[src/rtl/tickgen_pkg.sv]
// Shared speed-code constants and the mode-state encoding for period_tick_gen.
// The mode state value doubles as the {bit1,bit0} speed code sent to the 4:1 speed mux.
package tickgen_pkg;

    localparam logic [1:0] SEL_2S  = 2'b00;
    localparam logic [1:0] SEL_4S  = 2'b01;
    localparam logic [1:0] SEL_8S  = 2'b10;
    localparam logic [1:0] SEL_OFF = 2'b11;

    typedef enum logic [1:0] {
        S2 = SEL_2S,
        S4 = SEL_4S,
        S8 = SEL_8S,
        S0 = SEL_OFF
    } mode_e;

endpackage

[src/rtl/btn_debounce.sv]
// One button channel: 2-FF synchronizer, stability counter and press (rising-edge) pulse.
// The raw-edge-to-press latency is DEBOUNCE_CYC+2 cycles, so the consumer acts one edge later.
module btn_debounce #(
    parameter int DEBOUNCE_CYC = 1_000_000
) (
    input  logic clk,
    input  logic rst_n,
    input  logic raw,
    output logic press
);

    localparam int CW = (DEBOUNCE_CYC > 2) ? $clog2(DEBOUNCE_CYC) : 1;

    logic          sync1_q, sync2_q;
    logic [CW-1:0] cnt_q, cnt_d;
    logic          deb_q, deb_d;
    logic          deb_dly_q;
    logic          press_q, press_d;

    // The counter restarts whenever the synced input agrees with the accepted state,
    // so only an unbroken run of disagreement can flip it.
    always_comb begin
        cnt_d   = '0;
        deb_d   = deb_q;
        if (sync2_q != deb_q) begin
            if (cnt_q == CW'(DEBOUNCE_CYC - 2)) begin
                deb_d = ~deb_q;
            end else begin
                cnt_d = cnt_q + CW'(1);
            end
        end
        press_d = deb_q & ~deb_dly_q;
    end

    always_ff @(posedge clk or negedge rst_n) begin
        if (!rst_n) begin
            sync1_q   <= 1'b0;
            sync2_q   <= 1'b0;
            cnt_q     <= '0;
            deb_q     <= 1'b0;
            deb_dly_q <= 1'b0;
            press_q   <= 1'b0;
        end else begin
            sync1_q   <= raw;
            sync2_q   <= sync1_q;
            cnt_q     <= cnt_d;
            deb_q     <= deb_d;
            deb_dly_q <= deb_q;
            press_q   <= press_d;
        end
    end

    assign press = press_q;

endmodule

[src/rtl/period_tick_gen.sv]
// Square-wave source (2/4/8 s) plus speed-code mode FSM and on/off toggle for the toy's speed mux.
// Optional TICKGEN_SYNC_RESTART_EN: mode presses and power-on restart the waves low, phase-aligned.
module period_tick_gen
    import tickgen_pkg::*;
#(
    parameter int CLK_HZ       = 50_000_000,
    parameter int DEBOUNCE_CYC = 1_000_000
) (
    input  logic clk,
    input  logic rst_n,
    input  logic btn_mode,
    input  logic btn_power,
    output logic clk2s,
    output logic clk4s,
    output logic clk8s,
    output logic bit0,
    output logic bit1,
    output logic on_off
);

    localparam int PW = (CLK_HZ > 1) ? $clog2(CLK_HZ) : 1;

    logic [PW-1:0] presc_q, presc_d;
    logic [2:0]    sec_q, sec_d;
    mode_e         mode_q, mode_d;
    logic          on_off_q, on_off_d;
    logic          tick1s;
    logic          restart;
    logic          mode_press, power_press;

    btn_debounce #(.DEBOUNCE_CYC(DEBOUNCE_CYC)) u_mode_btn (
        .clk   (clk),
        .rst_n (rst_n),
        .raw   (btn_mode),
        .press (mode_press)
    );

    btn_debounce #(.DEBOUNCE_CYC(DEBOUNCE_CYC)) u_power_btn (
        .clk   (clk),
        .rst_n (rst_n),
        .raw   (btn_power),
        .press (power_press)
    );

    always_comb begin
`ifdef TICKGEN_SYNC_RESTART_EN
        restart = mode_press | (power_press & ~on_off_q);
`else
        restart = 1'b0;
`endif
    end

    // Restart wins over the 1 s tick so every wave comes back low on the user's edge.
    always_comb begin
        tick1s  = (presc_q == PW'(CLK_HZ - 1));
        presc_d = tick1s ? '0 : presc_q + PW'(1);
        sec_d   = tick1s ? sec_q + 3'd1 : sec_q;
        if (restart) begin
            presc_d = '0;
            sec_d   = '0;
        end
    end

    always_comb begin
        mode_d = mode_q;
        if (mode_press) begin
            case (mode_q)
                S2:      mode_d = S4;
                S4:      mode_d = S8;
                S8:      mode_d = S0;
                S0:      mode_d = S2;
                default: mode_d = S2;
            endcase
        end
        on_off_d = on_off_q ^ power_press;
    end

    always_ff @(posedge clk or negedge rst_n) begin
        if (!rst_n) begin
            presc_q  <= '0;
            sec_q    <= '0;
            mode_q   <= S2;
            on_off_q <= 1'b0;
        end else begin
            presc_q  <= presc_d;
            sec_q    <= sec_d;
            mode_q   <= mode_d;
            on_off_q <= on_off_d;
        end
    end

    assign clk2s  = sec_q[0];
    assign clk4s  = sec_q[1];
    assign clk8s  = sec_q[2];
    assign bit0   = mode_q[0];
    assign bit1   = mode_q[1];
    assign on_off = on_off_q;

endmodule
[config.mk]
export PLATFORM = sky130hd
export DESIGN_NAME = period_tick_gen
export DESIGN_NICKNAME = d
export VERILOG_FILES = /design/src/rtl/tickgen_pkg.sv /design/src/rtl/btn_debounce.sv /design/src/rtl/period_tick_gen.sv
export SDC_FILE = /design/constraint.sdc
export NUM_CORES = 1
export LEC_CHECK = 0
export ABC_AREA = 1
export CELL_PAD_IN_SITES_DETAIL_PLACEMENT = 0
export CELL_PAD_IN_SITES_GLOBAL_PLACEMENT = 1
export CORE_MARGIN = 4
export CORE_UTILIZATION = 40
export DETAILED_ROUTE_END_ITERATION = 12
export PLACE_DENSITY = 0.78
export SETUP_SLACK_MARGIN = 0.15
export SLEW_MARGIN = 20
export SYNTH_ARGS = -nofsm -noshare
export SYNTH_HDL_FRONTEND = slang
export SYNTH_HIERARCHICAL = 1
export SYNTH_SLANG_ARGS = --single-unit
[constraint.sdc]
create_clock -name clk -period 2.1 [get_ports clk]
set_input_delay 0.63 -clock clk [delete_from_list [all_inputs] [get_ports clk]]
set_output_delay 0.63 -clock clk [all_outputs]
set_load 0.05 [all_outputs]
==> results of run 1 <==
-- sequential cells by signal (all words and copies together), names as in the netlist, 2 cells and up --
| register | cells |
|---|---|
| presc_q | 26 |
| u_mode_btn/cnt_q | 20 |
| u_power_btn/cnt_q | 20 |
| sec_q | 3 |
| mode_q | 2 |
-- cell type report --
cell class | count | area, sq um
Fill cell | 1067 | 5880
Multi-Input combinational cell | 413 | 2190
Sequential cell | 82 | 2050
Inverter | 74 | 283
Clock buffer | 10 | 229
Tap cell | 140 | 175
Timing Repair Buffer | 11 | 113
Clock inverter | 6 | 66.3
-- power groups by stage --
| stage | Sequential, mW | Combinational, mW | Clock [mW] |
|---|---|---|---|
| after detailed placement | 1.63 | 0.0909 | 0 |
| after floorplan | 1.63 | 0.0341 | 0 |
| after CTS | 1.61 | 0.0916 | 1.63 |
| after global routing | 1.61 | 0.102 | 1.69 |
| final | 1.61 | 0.0865 | 1.58 |
| after global placement | 1.63 | 0.0898 | 0 |
-- cells by family after synthesis --
group,after synthesis,share of synthesized area [%]
xor gates and xnor gates,36,6.95
adders and majority gates,8,2.21
DFF,82,45.2
buffers and inverters,75,6.48
AOI/OAI and AO/OA,30,3.59
and+or+nand+nor,339,35.5
-- per-layer routing --
layer | share of wire (%) | wire length [um] | vias to the layer above | GRT usage (%)
li1 | - | - | 1812 | -
met1 | 50 | 4550 | 1675 | 20.7
met2 | 47 | 4340 | 22 | 25.0
met3 | 1.7 | 152 | 8 | 2.70
met4 | 1.7 | 154 | 0 | 6.89
met5 | 0 | 0 | - | 0
-- synthesized netlist by cell type, types with 6 or more instances --
cell / n / share of area [%]
a21oi_1: 14 / 1.5
dfrtp_1: 82 / 45
ha_1: 8 / 2.2
inv_1: 69 / 5.7
nand2_1: 108 / 8.9
nand2_2: 11 / 1.5
nand3_1: 49 / 5.4
nand3_2: 6 / 1.3
nor2_1: 118 / 9.8
nor2_2: 17 / 2.3
nor2_4: 7 / 1.7
nor3_1: 6 / 0.66
o21ai_0: 7 / 0.77
xnor2_1: 8 / 1.5
xor2_1: 28 / 5.4
-- cell usage in the layout, fill, tap and decap left out, drive strengths merged --
cell type,synthesis,final
nand3,55,55
and2,1,1
clkinv,0,1
bufinv,0,1
o21ai,11,11
ha,8,8
xor2,28,28
nand3b,5,5
nor2,145,145
nand4,4,4
a21oi,14,14
clkinvlp,0,3
buf,1,9
nor3,6,6
nand2,123,123
xnor2,8,8
o21bai,5,5
clkdlybuf4s50,0,2
clkbuf,0,10
dfrtp,82,82
inv,74,75
-- path summary, 6_finish.rpt --
check / from / to / depth (start not counted)
max: sec_q[2] / clk8s / 1
min: rst_n / on_off / 1
max reg2reg: presc_q[0] / presc_q[13] / 8
min reg2reg: u_mode_btn/sync1_q / u_mode_btn/sync2_q / 0
max in group asynchronous: rst_n / sec_q[1] / 2
min in group clk: u_mode_btn/sync1_q / u_mode_btn/sync2_q / 0
-- per-stage QoR --
stage	cells	power, mW	hold slack (ps)	worst slack (ps)
5_1_grt	736	3.40	323	386
6_report	736	3.27	273	483
4_1_cts	736	3.33	298	451
3_3_place_gp	720	1.72	336	587
3_5_place_dp	720	1.73	342	531
2_1_floorplan	570	1.67	331	720
-- worst reg2reg max path, cell delays in order, from the launching register on --
cell and delay [ps]:
dfrtp_1 370, ha_1 210, nand2_2 100, nor2_8 150, nand2_4 90, nor2_8 120
nand2_4 60, nor2_4 240, nor2_1 90
==> metrics, run 1 <==
status=complete, no violations; slowest stage cell on the critical path=dfrtp_1; Worst setup SP type=flop; CTS tree=yes; Lkg Pwr=2.46 nW; sw frac=22.3%; Worst slew margin=62.5%; Bufs and invs on worst path=1; initial core utilization=41.3%; layout cells sized above 1=12.9%; Residual DRC=0; grt ovf=0; Core Footprint=0.0110 sq mm; GP Congestion=0.833; Syn Nets=582; Tmin final=1620 ps; deepest clock path buffer count=2; Hold Vio Cnt, Final=0; CTS sink count=82; PwrDens=641 mW/mm^2; arrival time worst endpoint=990 ps; R2R Setup Slk=550 ps; register area share after synthesis=45.2%; nets@finish=603; RSZ-0062 raised after global routing=no; Worst-Skew Late Latency=340 ps; Worst Tran Pin Value=562 ps; I/O Pins=10; Synth Flop Type=dfrtp_1; EDFF count, synth=0; sequential share of power=49.0%; maxcap violations=0; drt wl/cell=12.5 um; crit end category=primary output; Pint=2.54 mW; cts hold-fix bufs=0; Die X-Extent=114 um; Finished Core Util=46.5%; Layout area overhead=12.6%; HP Class=in -> async; Sum Neg Setup Slack=0 ps; drt first pass iters=4; pin count of the biggest net entering global routing=43; Root Buffer Master=clkbuf_16; crit path kind=reg -> out; port bufs=9; fin. max-slew vios=0; H-tree levels=3; placed cell area=0.00481 sq mm; via/cell ratio=4.78; fraction of registers with async set/reset=100%; clock power share=48.3%; die height=114 um; hpwl dp=6.86 mm; Post-Syn Area=0.00454 sq mm; top cell family by delay on the critical path=flip-flops; Comb pwr share=2.6%; cell count after synthesis=570; Clock Skew=5.90 ps; die area=0.0131 sq mm; post-CTS resize count=0; Antenna Cells=0; initial antenna violation count=0; DRT antenna net count=0; CTS buffer count=9; DR iter-0 viols=223; DR vias=3517; Worst EP required=1470 ps; vias in the first global route=3494; Post-CTS Setup Inserts=0; f_max=0.618 GHz; Clk pin slew, worst setup/hold paths=60 ps; Seq cells post-synth=82; Final Setup Violations=0; gr usage total=15.6%; Syn Area/Cell=7.96 sq um; final cell area excluding filler cells=0.00511 sq mm; largest stage delay on the critical path=420 ps; crit path cell chain=buf_4; Switching Power=731 uW; row cnt=38; Unique masters post-synth=25; Post-Route WL=9.20 mm; worst-path maximum fanout=3; maximum vdd drop=0.333 mV; Synth Warn #=6; Final Cycle Share=77.0%; first-pass GRT wire length=16.3 mm
Note: power is estimated with default switching activity, not from simulation.
==> inputs of run 2 (changes only) <==
--- a/config.mk
+++ b/config.mk
@@ -11,7 +11,7 @@
 export CORE_MARGIN = 4
 export CORE_UTILIZATION = 40
 export DETAILED_ROUTE_END_ITERATION = 12
-export PLACE_DENSITY = 0.78
+export PLACE_DENSITY = 0.81
 export SETUP_SLACK_MARGIN = 0.15
 export SLEW_MARGIN = 20
 export SYNTH_ARGS = -nofsm -noshare
==> constraint.sdc (replaced) <==
create_clock -name clk -period 1.3 [get_ports clk]
set_input_delay 0.39 -clock clk [delete_from_list [all_inputs] [get_ports clk]]
set_output_delay 0.39 -clock clk [all_outputs]
set_load 0.05 [all_outputs]
==> metrics, run 2 (synthesis gave the netlist of run 1 again) <==
crit end category=flop; deepest clock path buffer count=2 (unchanged); fin. max-slew vios=0 (unchanged); via/cell ratio=4.82 (+0.92%); GRT busiest layer=met2; Clk pin slew, worst setup/hold paths=60 ps (about the same); failing checks=setup timing; Die X-Extent=114 um (unchanged); DRT antenna net count=0 (unchanged); worst-path maximum fanout=11 (+8); DR vias=3969 (+13%); drt wl/cell=13.1 um (+4.6%); Antenna Cells=0 (unchanged); Lkg Pwr=3.01 nW (+22%); nets@finish=691 (+15%); CTS buffer count=9 (unchanged); maxcap violations=0 (unchanged); H-tree levels=3 (unchanged); maximum vdd drop=0.616 mV (+85%); Tmin final=1440 ps; most frequent cells in the layout=nand2_1, nor2_1, buf_4; Worst Tran Pin Value=368 ps (-194 ps); PwrDens=838 mW/mm^2 (+31%); Placed Instances=782 (+8.6%); met2 Usage GRT=29.6% (+4.7 points); CTS sink count=82 (unchanged); RSZ-0062 raised after global routing=yes; pin count of the biggest net entering global routing=28 (-35%); dpl ws=-182 ps (-714 ps); commonest non-fill, non-tap cell in the layout=nand2_1; arrival time worst endpoint=1720 ps (+730 ps); Setup WS post-layout=-136 ps (-619 ps); Clock Skew=8.40 ps (+2.50 ps); layout cells sized above 1=37.0% (+24 points); non-filler cells, final=823 (+12%); GP Congestion=0.858 (+3.0%); Worst slew margin=75.4% (+13 points); gr usage total=17.6% (+2.0 points); hpwl dp=7.30 mm (+6.4%); DR iter-0 viols=196 (-12%); port bufs=9 (unchanged); die height=114 um (unchanged); CTS tree=yes; crit path kind=reg -> reg; hold slack=347 ps (+74.0 ps); Worst-Skew Late Latency=350 ps (about the same); Final Cycle Share=110%; grt ovf=0 (unchanged); Final Setup Violations=59 (+59); initial core utilization=41.3% (unchanged); met1 usage=22.2% (+1.5 points); row cnt=38 (unchanged); status=finished with violations; HP Class=reg -> reg; Residual DRC=0 (unchanged); biggest regs=presc_q (26), u_mode_btn/cnt_q (20), u_power_btn/cnt_q (20); Worst EP required=1580 ps (+110 ps); Hold Vio Cnt, Final=0 (unchanged); I/O Pins=10 (unchanged); Layout area overhead=42.8%; initial antenna violation count=0 (unchanged); met3 Use GR=3.91% (+1.2 points); Root Buffer Master=clkbuf_16; die area=0.0131 sq mm (unchanged); first-pass GRT wire length=18.5 mm (+14%); Worst setup SP type=flop; vias in the first global route=4012 (+15%); drt first pass iters=4 (unchanged); Core Footprint=0.0110 sq mm (unchanged); f_max=0.696 GHz; Post-Route WL=10.8 mm (+17%); Top reg by flops=presc_q; max FFs per register=26 (unchanged); Finished Core Util=59.0% (+12 points)
[run 2: critical path, stage by stage (launching register included)]
cell,delay [ps]
dfrtp_1,390
ha_4,170
nand2_4,60
nor2_8,120
nand2_4,90
nor2_8,110
nand2_4,60
nor2_4,130
buf_12,130
nand2_1,50
nand2_1,50
[run 2: layout make-up]
class,instances,area [sq um]
inverters,74,290
repair buffers,96,900
flip-flops and latches,82,2070
clock inverters,3,40.0
fillers,931,4510
well taps,140,175
multi-input cells,416,2750
clock buffers,12,256
[run 2: path summary, 6_finish.rpt]
kind	endpoint	slack, ps	from	depth (start not counted)
max	sec_q[0]	-140	presc_q[1]	10
min	u_power_btn/sync2_q	350	u_power_btn/sync1_q	0
max reg2reg	sec_q[0]	-140	presc_q[1]	10
min reg2reg	u_power_btn/sync2_q	350	u_power_btn/sync1_q	0
max in group asynchronous	u_mode_btn/cnt_q[7]	330	rst_n	3
min in group asynchronous	u_power_btn/cnt_q[10]	460	rst_n	2
[run 2: where the power goes]
part	internal, mW	leakage (nW)	total [mW]	switching, mW
logic	0.0987	1.77	0.233	0.134
clock network	1.58	0.148	2.59	1.01
registers	2.57	1.10	2.60	0.0298
[run 2: routing by layer]
| layer | vias up | part of all wire [%] |
|---|---|---|
| met4 | 0 | 2.1 |
| met5 | - | 0 |
| met2 | 62 | 50 |
| met1 | 1890 | 45 |
| met3 | 18 | 3.0 |
| li1 | 1999 | - |
[run 2: timing repair]
| item | in CTS | in global routing |
|---|---|---|
| buffers inserted | 15 | 7 |
| hold buffers | 1 | 0 |
| pin swaps | 31 | 28 |
| endpoints found under the setup margin | 76 | 77 |
| hold endpoints to repair | 14 | 0 |
| resized for setup | 79 | 41 |
| gates cloned | 3 | 0 |
[run 2: metrics by stage]
step / power, mW / cell area (sq um) / TNS, ps
after detailed placement: 2.83 / 5440 / -4670
final: 5.43 / 6480 / -3270
after floorplan: 2.71 / 4630 / -873
after global routing: 5.64 / 6480 / -8260
after global placement: 2.82 / 5440 / -3220
after CTS: 5.47 / 6260 / -2870
==> inputs of run 3 (changes only) <==
--- a/config.mk
+++ b/config.mk
@@ -10,6 +10,7 @@
 export CELL_PAD_IN_SITES_GLOBAL_PLACEMENT = 1
 export CORE_MARGIN = 4
 export CORE_UTILIZATION = 40
+export CTS_CLUSTER_SIZE = 24
 export DETAILED_ROUTE_END_ITERATION = 12
 export PLACE_DENSITY = 0.81
 export SETUP_SLACK_MARGIN = 0.15
==> results of run 3 <==
Same layout as run 2: the final DEF is identical, and so are final timing and power.
==> variant (config.mk and constraints of run 1) <==
Reset style: synchronous (`rst_n`), changed in 2 clocked blocks.
--- a/src/rtl/btn_debounce.sv
+++ b/src/rtl/btn_debounce.sv
@@ -32,7 +32,7 @@
         press_d = deb_q & ~deb_dly_q;
     end
 
-    always_ff @(posedge clk or negedge rst_n) begin
+    always_ff @(posedge clk) begin
         if (!rst_n) begin
             sync1_q   <= 1'b0;
             sync2_q   <= 1'b0;
--- a/src/rtl/period_tick_gen.sv
+++ b/src/rtl/period_tick_gen.sv
@@ -75,7 +75,7 @@
         on_off_d = on_off_q ^ power_press;
     end
 
-    always_ff @(posedge clk or negedge rst_n) begin
+    always_ff @(posedge clk) begin
         if (!rst_n) begin
             presc_q  <= '0;
             sec_q    <= '0;
Check against the original RTL: no difference found for any inputs over 10 cycles, from zero or initial values and one cycle with rst_n low; that may be too few to reach the edited logic, so the function may still have changed.
==> variant against run 1 <==
- die area shrank 5.0%
- wire length shrank 9.5%
- area after synthesis shrank 5.4%
- critical path depth is the same
- register-to-register slack lost 0.04 ns
- sequential cell count is the same
- power shrank 17%
- clock power shrank 31%
- cell area shrank 8.3%
- worst setup slack lost 0.072 ns
- critical path type unchanged
- critical endpoint is now clk2s
- largest cell class unchanged
==> variant: results (changes against run 1) <==
* Routed wl met3 at 289 um (+90%)
* Drt wl/cell at 11.1 um (-11%)
* Max Clock Skew at 0.0118 ns (+0.00588 ns)
* Most frequent cell after synthesis: nand2_1
* Mapped Avg Cell Area at 7.27 um2 (-8.6%)
* Met2 WL at 3.80 mm (-12%)
* Wire length on met1 at 4.14 mm (-9.0%)
* Total track usage at 0.143 (-0.0130)
* Vias in the first global route at 3,269 (-6.4%)
* Routed WL at 8.32 mm (-9.5%)
* Share of cells above drive strength 1 at 0.162 (+0.0328)
* CTS clk-pin slew, worst paths at 0.09 ns (+0.03 ns)
* First-pass GRT wire length at 14.7 mm (-9.5%)
* Worst-skew pair later-pin latency at 0.37 ns (+0.03 ns)
* Filler cells at 1,111 (+4.1%)
* CP arrival at 1.06 ns (+0.07 ns)
* Post-synthesis net count at 602 (+3.4%)
* Hpwl dp at 6.29 mm (-8.3%)
* Post-route cell area at 4690 um2 (-8.3%)
* Post-synth cell types at 31 (+24%)
* Power Dens Cells at 577 nW/um2 (-9.9%)
* GPL Wtd Cong at 0.837 (+0.49%)
* Crit-path slowest cell: dfxtp_1
* CTS Root Cell: clkbuf_8
* Largest net degree at the start of global routing at 23 (-47%)
* M2 GR Usage at 0.231 (-0.0183)
* Starting DRT DRC Count at 214 (-4.0%)
* Leakage at 1.74 nW (-29%)
* Internal Pwr Total at 2.03 mW (-20%)
* GRT met1 Usage at 0.185 (-0.0225)
* Post-synthesis compound-gate area fraction at 0.0362 (+0.000290)
* Commonest cells in the synthesized netlist: nand2_1, nor2_1, dfxtp_1, inv_1, nand3_1
* Hold Crit Class: flop to flop
* Area after DPL at 4500 um2 (-6.4%)
* Met3 usage at 0.0489 (+0.0220)
* R2r worst-path depth at 8 (unchanged)
* Post-Synth XOR/XNOR Area at 0.0653 (-0.00421)
* Top post-synthesis cells by area: dfxtp_1, nand2_1, nor2_1
* Status: finished, final reports clean
* Dpl ws at 0.134 ns (-0.398 ns)
* Async S/R FF share, synth at 0 (-1.00)
* Synth Flop Type: dfxtp_1
* Logic pwr share at 0.019 (-0.007)
* Max_slew headroom at 0.804 (+0.179)
* Area share of the largest cell type after synthesis at 0.383 (-0.0699)
* Maximum vdd drop at 0.416 mV (+25%)
* Synth Area in Adders at 0.0233 (+0.00125)
* Post-synthesis sequential area ratio at 0.383 (-0.0699)
* Seq group at 1.57 mW (-2%)
* Fin nets at 618 (+2.5%)
* Critical path peak fanout at 4 (+1)
* Crit path largest cell delay at 0.44 ns (+0.02 ns)
-- variant: changes by cell type in the layout (fill, tap and decap cells not counted), sizes merged, moves of 3 or more --
cell          run 1  this run
a21oi            14        17
dfrtp            82         0
dfxtp             0        82
inv              75        58
nand2           123       160
nand3            55        38
nand4             4         8
nor2            145       160
o21ai            11         2
xnor2             8        20
xor2             28        12
-- variant: cell type report --
class,count,area (um2),area share
multi-input cells,447,2390,0.510
flip-flops and latches,82,1640,0.350
inverters,54,203,0.0433
well taps,136,170,0.0363
clock buffers,9,124,0.0264
repair buffers,12,97.6,0.0208
clock inverters,7,58.8,0.0126
-- variant: worst paths after layout --
check | startpoint | endpoint | slack [ns]
worst max-delay path | sec_q[0] | clk2s | 0.41
worst min-delay path | u_power_btn/deb_dly_q | u_power_btn/press | 0.39
worst min register to register | u_power_btn/deb_dly_q | u_power_btn/press | 0.39
worst max register to register | presc_q[0] | presc_q[18] | 0.51
